### src/rtl/key_addition_sequencer.sv
// Sequences ROUNDS key-addition rounds through an external primary/duplicate
// KeyAddition pair, evolving the round key each round and trapping on any disagreement.
module key_addition_sequencer #(
    parameter int ROUNDS = 4
) (
    input  logic       clock,
    input  logic       reset,
    input  logic       io_start,
    input  logic [3:0] io_state_in,
    input  logic [3:0] io_key_in,
    output logic [3:0] io_ka_state,
    output logic [3:0] io_ka_key,
    input  logic [3:0] io_ka_out,
    input  logic [3:0] io_ka_out_dup,
    output logic       io_busy,
    output logic       io_done,
    output logic [3:0] io_out,
    output logic       io_fault
);

    typedef enum logic [1:0] {IDLE, ROUND, DONE, ALARM} state_t;

    localparam logic [3:0] LAST_RC = 4'(ROUNDS - 1);

    state_t     state, state_nxt;
    logic [3:0] st_reg;
    logic [3:0] rk_reg;
    logic [3:0] rc;
    logic [3:0] rc_inc;
    logic [3:0] out_reg;
    logic       mismatch;
    logic       last_round;

    assign mismatch   = io_ka_out != io_ka_out_dup;
    assign last_round = rc == LAST_RC;
    assign rc_inc     = rc + 4'd1;

    // NOTE: all state uses non-blocking assignments so every register samples pre-edge values.
    always_ff @(posedge clock or posedge reset) begin
        if (reset) state <= IDLE;
        else       state <= state_nxt;
    end

    // NOTE: state_nxt gets a default before the case so no path can infer a latch.
    always_comb begin
        state_nxt = state;
        unique case (state)
            IDLE:    if (io_start) state_nxt = ROUND;
            ROUND: begin
                if (mismatch)        state_nxt = ALARM;
                else if (last_round) state_nxt = DONE;
            end
            DONE:    state_nxt = IDLE;
            ALARM:   state_nxt = ALARM;
            default: state_nxt = IDLE;
        endcase
    end

    always_ff @(posedge clock or posedge reset) begin
        if (reset) begin
            st_reg  <= 4'd0;
            rk_reg  <= 4'd0;
            rc      <= 4'd0;
            out_reg <= 4'd0;
        end else begin
            unique case (state)
                IDLE: begin
                    if (io_start) begin
                        st_reg <= io_state_in;
                        rk_reg <= io_key_in;
                        rc     <= 4'd0;
                    end
                end
                ROUND: begin
                    // A mismatch freezes the datapath; only the output is cleared.
                    if (mismatch) begin
                        out_reg <= 4'd0;
                    end else begin
                        st_reg <= io_ka_out;
                        rk_reg <= {rk_reg[2:0], rk_reg[3]} ^ rc_inc;
                        if (last_round) begin
                            rc      <= 4'd0;
                            out_reg <= io_ka_out;
                        end else begin
                            rc <= rc_inc;
                        end
                    end
                end
                default: ;
            endcase
        end
    end

    assign io_ka_state = st_reg;
    assign io_ka_key   = rk_reg;
    assign io_out      = out_reg;
    assign io_busy     = (state == ROUND) || (state == DONE);
    assign io_done     = state == DONE;
    assign io_fault    = state == ALARM;

endmodule

### config.mk
export PLATFORM = sky130hd
export DESIGN_NAME = key_addition_sequencer
export DESIGN_NICKNAME = d
export VERILOG_FILES = /design/src/rtl/key_addition_sequencer.sv
export SDC_FILE = /design/constraint.sdc
export NUM_CORES = 1
export LEC_CHECK = 0
export CAP_MARGIN = 20
export CELL_PAD_IN_SITES_DETAIL_PLACEMENT = 0
export CELL_PAD_IN_SITES_GLOBAL_PLACEMENT = 1
export CORE_MARGIN = 4
export CORE_UTILIZATION = 40
export CTS_CLUSTER_DIAMETER = 40
export DETAILED_ROUTE_END_ITERATION = 10
export DONT_BUFFER_PORTS = 1
export PLACE_DENSITY = 0.68
export SYNTH_ARGS = -nofsm -noshare
export SYNTH_HDL_FRONTEND = slang
export SYNTH_SLANG_ARGS = --single-unit
### constraint.sdc
create_clock -name clock -period 2.3 [get_ports clock]
set_input_delay 0.69 -clock clock [delete_from_list [all_inputs] [get_ports clock]]
set_output_delay 0.69 -clock clock [all_outputs]
set_load 0.1 [all_outputs]
==> results of run 1 <==
[sequential cells by signal (all words and copies together), names as in the netlist]
signal,count
io_ka_state,4
rc,4
io_ka_key,4
state,2
io_out,4
[metal layers]
metal | global-route usage (%) | vias up
met3 | 4.894 | 4
met5 | 0 | -
met2 | 18.32 | 25
li1 | - | 351
met1 | 18.35 | 363
met4 | 6.502 | 0
[logic make-up after synthesis]
| family | Yosys count |
|---|---|
| XOR/XNOR | 10 |
| buffers and inverters | 7 |
| AND/OR/NAND/NOR | 16 |
| multiplexers | 18 |
| AO/OA/AOI/OAI | 17 |
| adder cells (fa/ha/maj) | 6 |
| flip-flops | 18 |
[placed cells by master, fill, tap and decap left out, drive strengths merged]
cell,count
a21o,1
a21oi,2
a22o,4
a31o,1
a31oi,2
and3,3
buf,11
clkbuf,4
dfrtp,18
ha,6
inv,4
mux2,16
mux2i,2
nand2,3
nand2b,2
nand4,1
nor2,1
nor2b,1
nor3,1
nor3b,1
nor4,1
o21ai,4
o21bai,1
o22a,1
o32a,1
or3,1
or3b,1
xnor2,6
xor2,4
[layout make-up]
class | count | area, µm²
clock buffers | 4 | 36.28
fillers | 254 | 1301
inverters | 4 | 15.01
multi-input cells | 67 | 631.9
flip-flops and latches | 18 | 450.4
well taps | 30 | 37.54
repair buffers | 11 | 95.09
[through the flow]
step | utilization (%) | hold WS, ns | setup WS, ns
finish | 49.32 | 0.3683 | 0.2555
CTS | 49.32 | 0.3957 | 0.2383
global route | 49.32 | 0.4059 | 0.1649
global placement | 47.90 | 0.5166 | 0.2714
detailed placement | 47.90 | 0.5257 | 0.2402
floorplan | - | 0.5002 | 0.3213
[worst paths after layout]
| path | from | end | slack (ns) | cells after the start |
|---|---|---|---|---|
| max | state[0]$_DFFE_PP0P_ | io_busy | 0.26 | 3 |
| min reg2reg | rc[1]$_DFFE_PP0P_ | rc[1]$_DFFE_PP0P_ | 0.55 | 1 |
| min in group clock | io_ka_out[3] | io_out[3]$_DFFE_PP0P_ | 0.53 | 1 |
| max reg2reg | state[1]$_DFFE_PP0P_ | io_ka_key[2]$_DFFE_PP0P_ | 0.26 | 5 |
| min | reset | io_ka_key[0]$_DFFE_PP0P_ | 0.37 | 1 |
| max in group asynchronous | reset | io_out[3]$_DFFE_PP0P_ | 1.49 | 1 |
[worst reg2reg max path: cells and delay by family, from the launching register on]
kind	cells	cell delay, ns
buffers and inverters	2	0.27
AOI/OAI and AO/OA	1	0.58
muxes	1	0.36
DFF	1	0.42
adders and majority gates	1	0.30
==> impl_results.md, run 1 <==
- HP Class: in2async
- Final GP Congestion: 0.7636
- Core Region: 0.002567 mm²
- Met2 wire length: 977 µm
- Worst endpoint required time: 1.61 ns
- Synthesized flop and latch total: 18
- Number of buffers added for setup after CTS: 0
- CP peak stage delay: 0.40 ns
- Layout Nets: 130
- Crit path time final: 2.045 ns
- Critical path's slowest cell: dfrtp_1
- Number of antenna repair diodes: 0
- M1 wire length: 1019 µm
- # hold bufs at CTS: 0
- I/O Pins: 34
- CTS tree: built
- Worst-path maximum fanout: 4
- Number of synthesized flops with an enable pin: 0
- Fin. Hold Viols: 0
- Crit path launch type: flip-flop
- Mapped Avg Cell Area: 12.13 µm²
- Final setup violation count: 0
- Synth Instances: 92
- Routed Wire Length: 2208 µm
- Post-synthesis compound-gate area fraction: 11.32%
- Seq/Total Area, Yosys: 40.36%
- Area share of the largest cell type after synthesis: 40.36%
- Adder-Cell Fraction of Synth Area: 6.726%
- Die Area: 0.003699 mm²
- Overall routing resource usage: 13.33%
- CP Buf/Inv Count: 2
- Vias in the first global route: 736
- H-Tree Depth: 1
- Worst Setup End Kind: output pin
- Ys async rst share: 100.0%
- Post-Layout Cell Count: 134
- Die width: 60.82 µm
- CTS Root Cell: clkbuf_4
- Mapped Area: 0.001116 mm²
- Slew Limit Fails: 0
- Total gr overflow: 0
- Clk buf depth: 2
- Status: complete, no violations
- CTS buffer count: 3
- Dpl hpwl: 1690 µm
- Synth-to-Final Area Change: 13.45%
- Distinct cell type count after synthesis: 32
- Initial Util: 43.47%
- Ranking of synthesized cells by area: dfrtp_1 40%, mux2_4 12%, mux2_2 7.1%
- IO buf count: 0
- Drt wl/cell: 16.48 µm
- Initial antenna violation count: 0
- Reg clk slew, reported paths: 0.11 ns
- Critical Path AT: 1.35 ns
- Via Count: 743
- Clk_lat worst skew: 0.30 ns
- Total clock sinks: 18
- DR iter-0 viols: 15
- Largest family of logic cells by synthesized area: multiplexers
- Crit Path Class: reg2out
- RSZ-0062 raised after global routing: false
- Worst Max-Slew Pin Slew: 0.9628 ns
- DR DRC count: 0
- YS warnings: 0
- Post-synth top cells: 18 x dfrtp_1, 9 x mux2_4, 7 x mux2_2, 6 x ha_1, 6 x xnor2_1
- Placed insts: 130
- Most used DFF post-synth: dfrtp_1
- Cell taking the most area after synthesis: dfrtp_1
- Clock skew: 0.006996 ns
- Most common cell in the netlist: dfrtp_1
- Post-Synth XOR/XNOR Area: 7.848%
- Final worst path period share: 88.89%
- Row Count: 18
- Drt pass-1 iters: 4
- First-pass GRT wire length: 3560 µm
- Crit-path cells: inv_1 -> ha_1 -> buf_4
- Max_cap viols: 0
- Post-synthesis mux area share: 20.96%
- Via/cell ratio: 5.545
- Fmax: 489.1 MHz
- Share of cells above drive strength 1: 36.54%
- Largest net degree at the start of global routing: 19
- WL met3: 173 µm
- Kind of cell adding the most delay to the critical path: flip-flops
- Die H: 60.82 µm
- Post-route ant nets: 0
- Cell Area, Placed: 0.001230 mm²
- Post_cts resized: 0
- Setup_tns: 0 ns
- Top sig layer: met4
- Final Cell Area: 0.001266 mm²
- Mapped Nets: 117
- Rel. slew slack: 35.81%
- Synth Area in Simple Gates: 9.753%
Power of run 1 is left out: the tool's default activity adds up to more than one toggle a clock period on the data nets, which glitch-free logic cannot reach.
==> run 2: changes to the inputs <==
- ABC_AREA: default -> 1
- PLACE_DENSITY: 0.68 -> 0.73
- RECOVER_POWER: default -> 100
- SLEW_MARGIN: default -> 15
==> run 2 against run 1 <==
Compared with the run above:
- sequential share of layout area fell by 0.21 points
- count of clock-buffer cells in the layout did not move
- via count rose by 28%
- utilization fell by 3.9 points
- synthesized cell count rose by 66%
- hold slack got worse by 0.0019 ns
- flip-flop and latch count did not move
- routed wire length rose by 13%
- fmax fell by 2.7%
- die area rose by 5.4%
- clock skew barely moved
- area after synthesis rose by 6.3%
==> impl_results.md, run 2 <==
- Distinct cell type count after synthesis: 20
- Worst-path maximum fanout: 4
- CTS Root Cell: clkbuf_4
- Fmax: 475.7 MHz
- Most common cell in the netlist: nand2_1
- Setup_tns: 0 ns
- Area share of the largest cell type after synthesis: 37.97%
- Number of synthesized flops with an enable pin: 0
- RSZ-0062 raised after global routing: false
- Die Area: 0.003901 mm²
- Reg clk slew, reported paths: 0.12 ns
- Synth-to-Final Area Change: 7.384%
- HP Class: in2async
- Crit Reg-Reg Endpoint: io_ka_key[0]$_DFFE_PP0P_
- Layout Nets: 193
- Synth Instances: 153
- Status: complete, no violations
- Synthesized flop and latch total: 18
- Die width: 62.46 µm
- Initial Util: 42.28%
- Critical Path AT: 1.41 ns
- Overall routing resource usage: 14.05%
- IO buf count: 0
- CTS buffer count: 3
- Clock skew: 0.006671 ns
- Reg2reg start: state[1]$_DFFE_PP0P_
- Final worst path period share: 91.39%
- Rel. slew slack: 38.18%
- Routed Wire Length: 2497 µm
- Cell taking the most area after synthesis: dfrtp_1
- Seq/Total Area, Yosys: 37.97%
- Multi-input logic area: 605.6 µm²
- Mapped Area: 0.001186 mm²
- I/O Pins: 34
- Fin. Hold Viols: 0
- Mapped Nets: 178
- Most used DFF post-synth: dfrtp_1
- Row Count: 19
- Share of cells above drive strength 1: 21.56%
- Clk buf depth: 2
- Initial antenna violation count: 0
- Die H: 62.46 µm
- Max_cap viols: 0
- Crit path time final: 2.102 ns
- Drt wl/cell: 12.61 µm
- FF+latch area: 450.4 µm²
- Slew Limit Fails: 0
- Worst Max-Slew Pin Slew: 0.9273 ns
- Worst reg2reg path depth: 8
- Worst endpoint required time: 1.61 ns
- Largest net degree at the start of global routing: 24
- Via/cell ratio: 4.813
- Commonest non-fill, non-tap cell in the layout: nand2_1
- Core Region: 0.002805 mm²
- Final GP Congestion: 0.6963
- Mapped Avg Cell Area: 7.753 µm²
- H-Tree Depth: 1
- YS warnings: 0
- Crit Path Class: reg2out
- Drt pass-1 iters: 4
- Critical Path End: io_busy
- Number of buffers added for setup after CTS: 0
- Setup crit start: state[0]$_DFFE_PP0P_
- Clk_lat worst skew: 0.30 ns
- Worst Setup End Kind: output pin
- Post-route ant nets: 0
- Ys async rst share: 100.0%
- Total gr overflow: 0
- Number of antenna repair diodes: 0
- Ranking of synthesized cells by area: dfrtp_1 38%, nand2_1 16%, o21ai_2 7.4%
- Reg-to-reg slack, setup: 0.40 ns
- Via Count: 953
- Vias in the first global route: 994
- Post-synth top cells: 52 x nand2_1, 18 x dfrtp_1, 18 x inv_1, 11 x nand3_1, 10 x o21ai_2
- CTS tree: built
- Dpl hpwl: 1948 µm
- Fill count: 289
- Total clock sinks: 18
- Crit path launch type: flip-flop
- Most frequent cells in the layout: 59 x nand2_1, 18 x inv_1, 18 x dfrtp_1
- Final setup violation count: 0
- DR DRC count: 0
- First-pass GRT wire length: 4429 µm
- DR iter-0 viols: 25
run 2: cell type report:
cell class | count | area share (%)
clock buffers | 4 | 2.849
inverters | 18 | 5.305
multi-input cells | 113 | 47.54
flip-flops and latches | 18 | 35.36
well taps | 31 | 3.045
repair buffers | 14 | 5.894
run 2: worst max-delay path, cell delays in order, from the launching register on:
cell and delay (ns):
dfrtp_1 0.42, inv_1 0.10, ha_1 0.28, clkbuf_4 0.32
run 2: layer usage:
| layer | routed length, µm | global-route usage (%) | share of wire [%] |
|---|---|---|---|
| met5 | 0 | 0 | 0 |
| met4 | 49 | 6.612 | 2.0 |
| met3 | 126 | 3.237 | 5.0 |
| met2 | 1250 | 24.77 | 50 |
| met1 | 1070 | 15.94 | 43 |
run 2: cells by family after synthesis:
kind of cell | after synthesis | share of synthesized area (%)
buffers and inverters | 22 | 8.649
and+or+nand+nor | 86 | 32.80
AOI/OAI and AO/OA | 17 | 10.86
muxes | 4 | 3.376
DFF | 18 | 37.97
adders and majority gates | 6 | 6.329
run 2: worst min path at each step:
stage,cells past startpoint,end
3_3_place_gp,2,io_ka_state[0]$_DFFE_PP0P_
3_5_place_dp,2,io_ka_state[0]$_DFFE_PP0P_
6_report,1,io_ka_state[0]$_DFFE_PP0P_
5_1_grt,1,io_ka_state[0]$_DFFE_PP0P_
2_1_floorplan,2,state[1]$_DFFE_PP0P_
4_1_cts,1,io_ka_key[2]$_DFFE_PP0P_
run 2: timing repair:
action                     in CTS  in global routing
hold buffers                    0                  0
setup endpoints to repair       0                  1
gates resized for setup         0                  1
run 2: metrics by stage:
step / util (%) / setup WS (ns) / hold WS (ns) / instances / instance area [µm²]
after floorplan: - / 0.3239 / 0.4906 / 153 / 1186
after global placement: 46.16 / 0.4028 / 0.4714 / 194 / 1295
after detailed placement: 46.16 / 0.3662 / 0.4784 / 194 / 1295
after CTS: 47.46 / 0.01220 / 0.3959 / 198 / 1331
after global routing: 45.41 / 0.07943 / 0.4294 / 198 / 1274
final: 45.41 / 0.1980 / 0.3663 / 198 / 1274
Power of run 2 is left out for the same reason.
==> run 3: changes to the inputs <==
- CTS_CLUSTER_DIAMETER: 40 -> default
- CTS_CLUSTER_SIZE: default -> 25
==> results of run 3 <==
Same layout as run 2: the final DEF is identical, and so are final timing and power.
Power of run 3 is left out for the same reason.
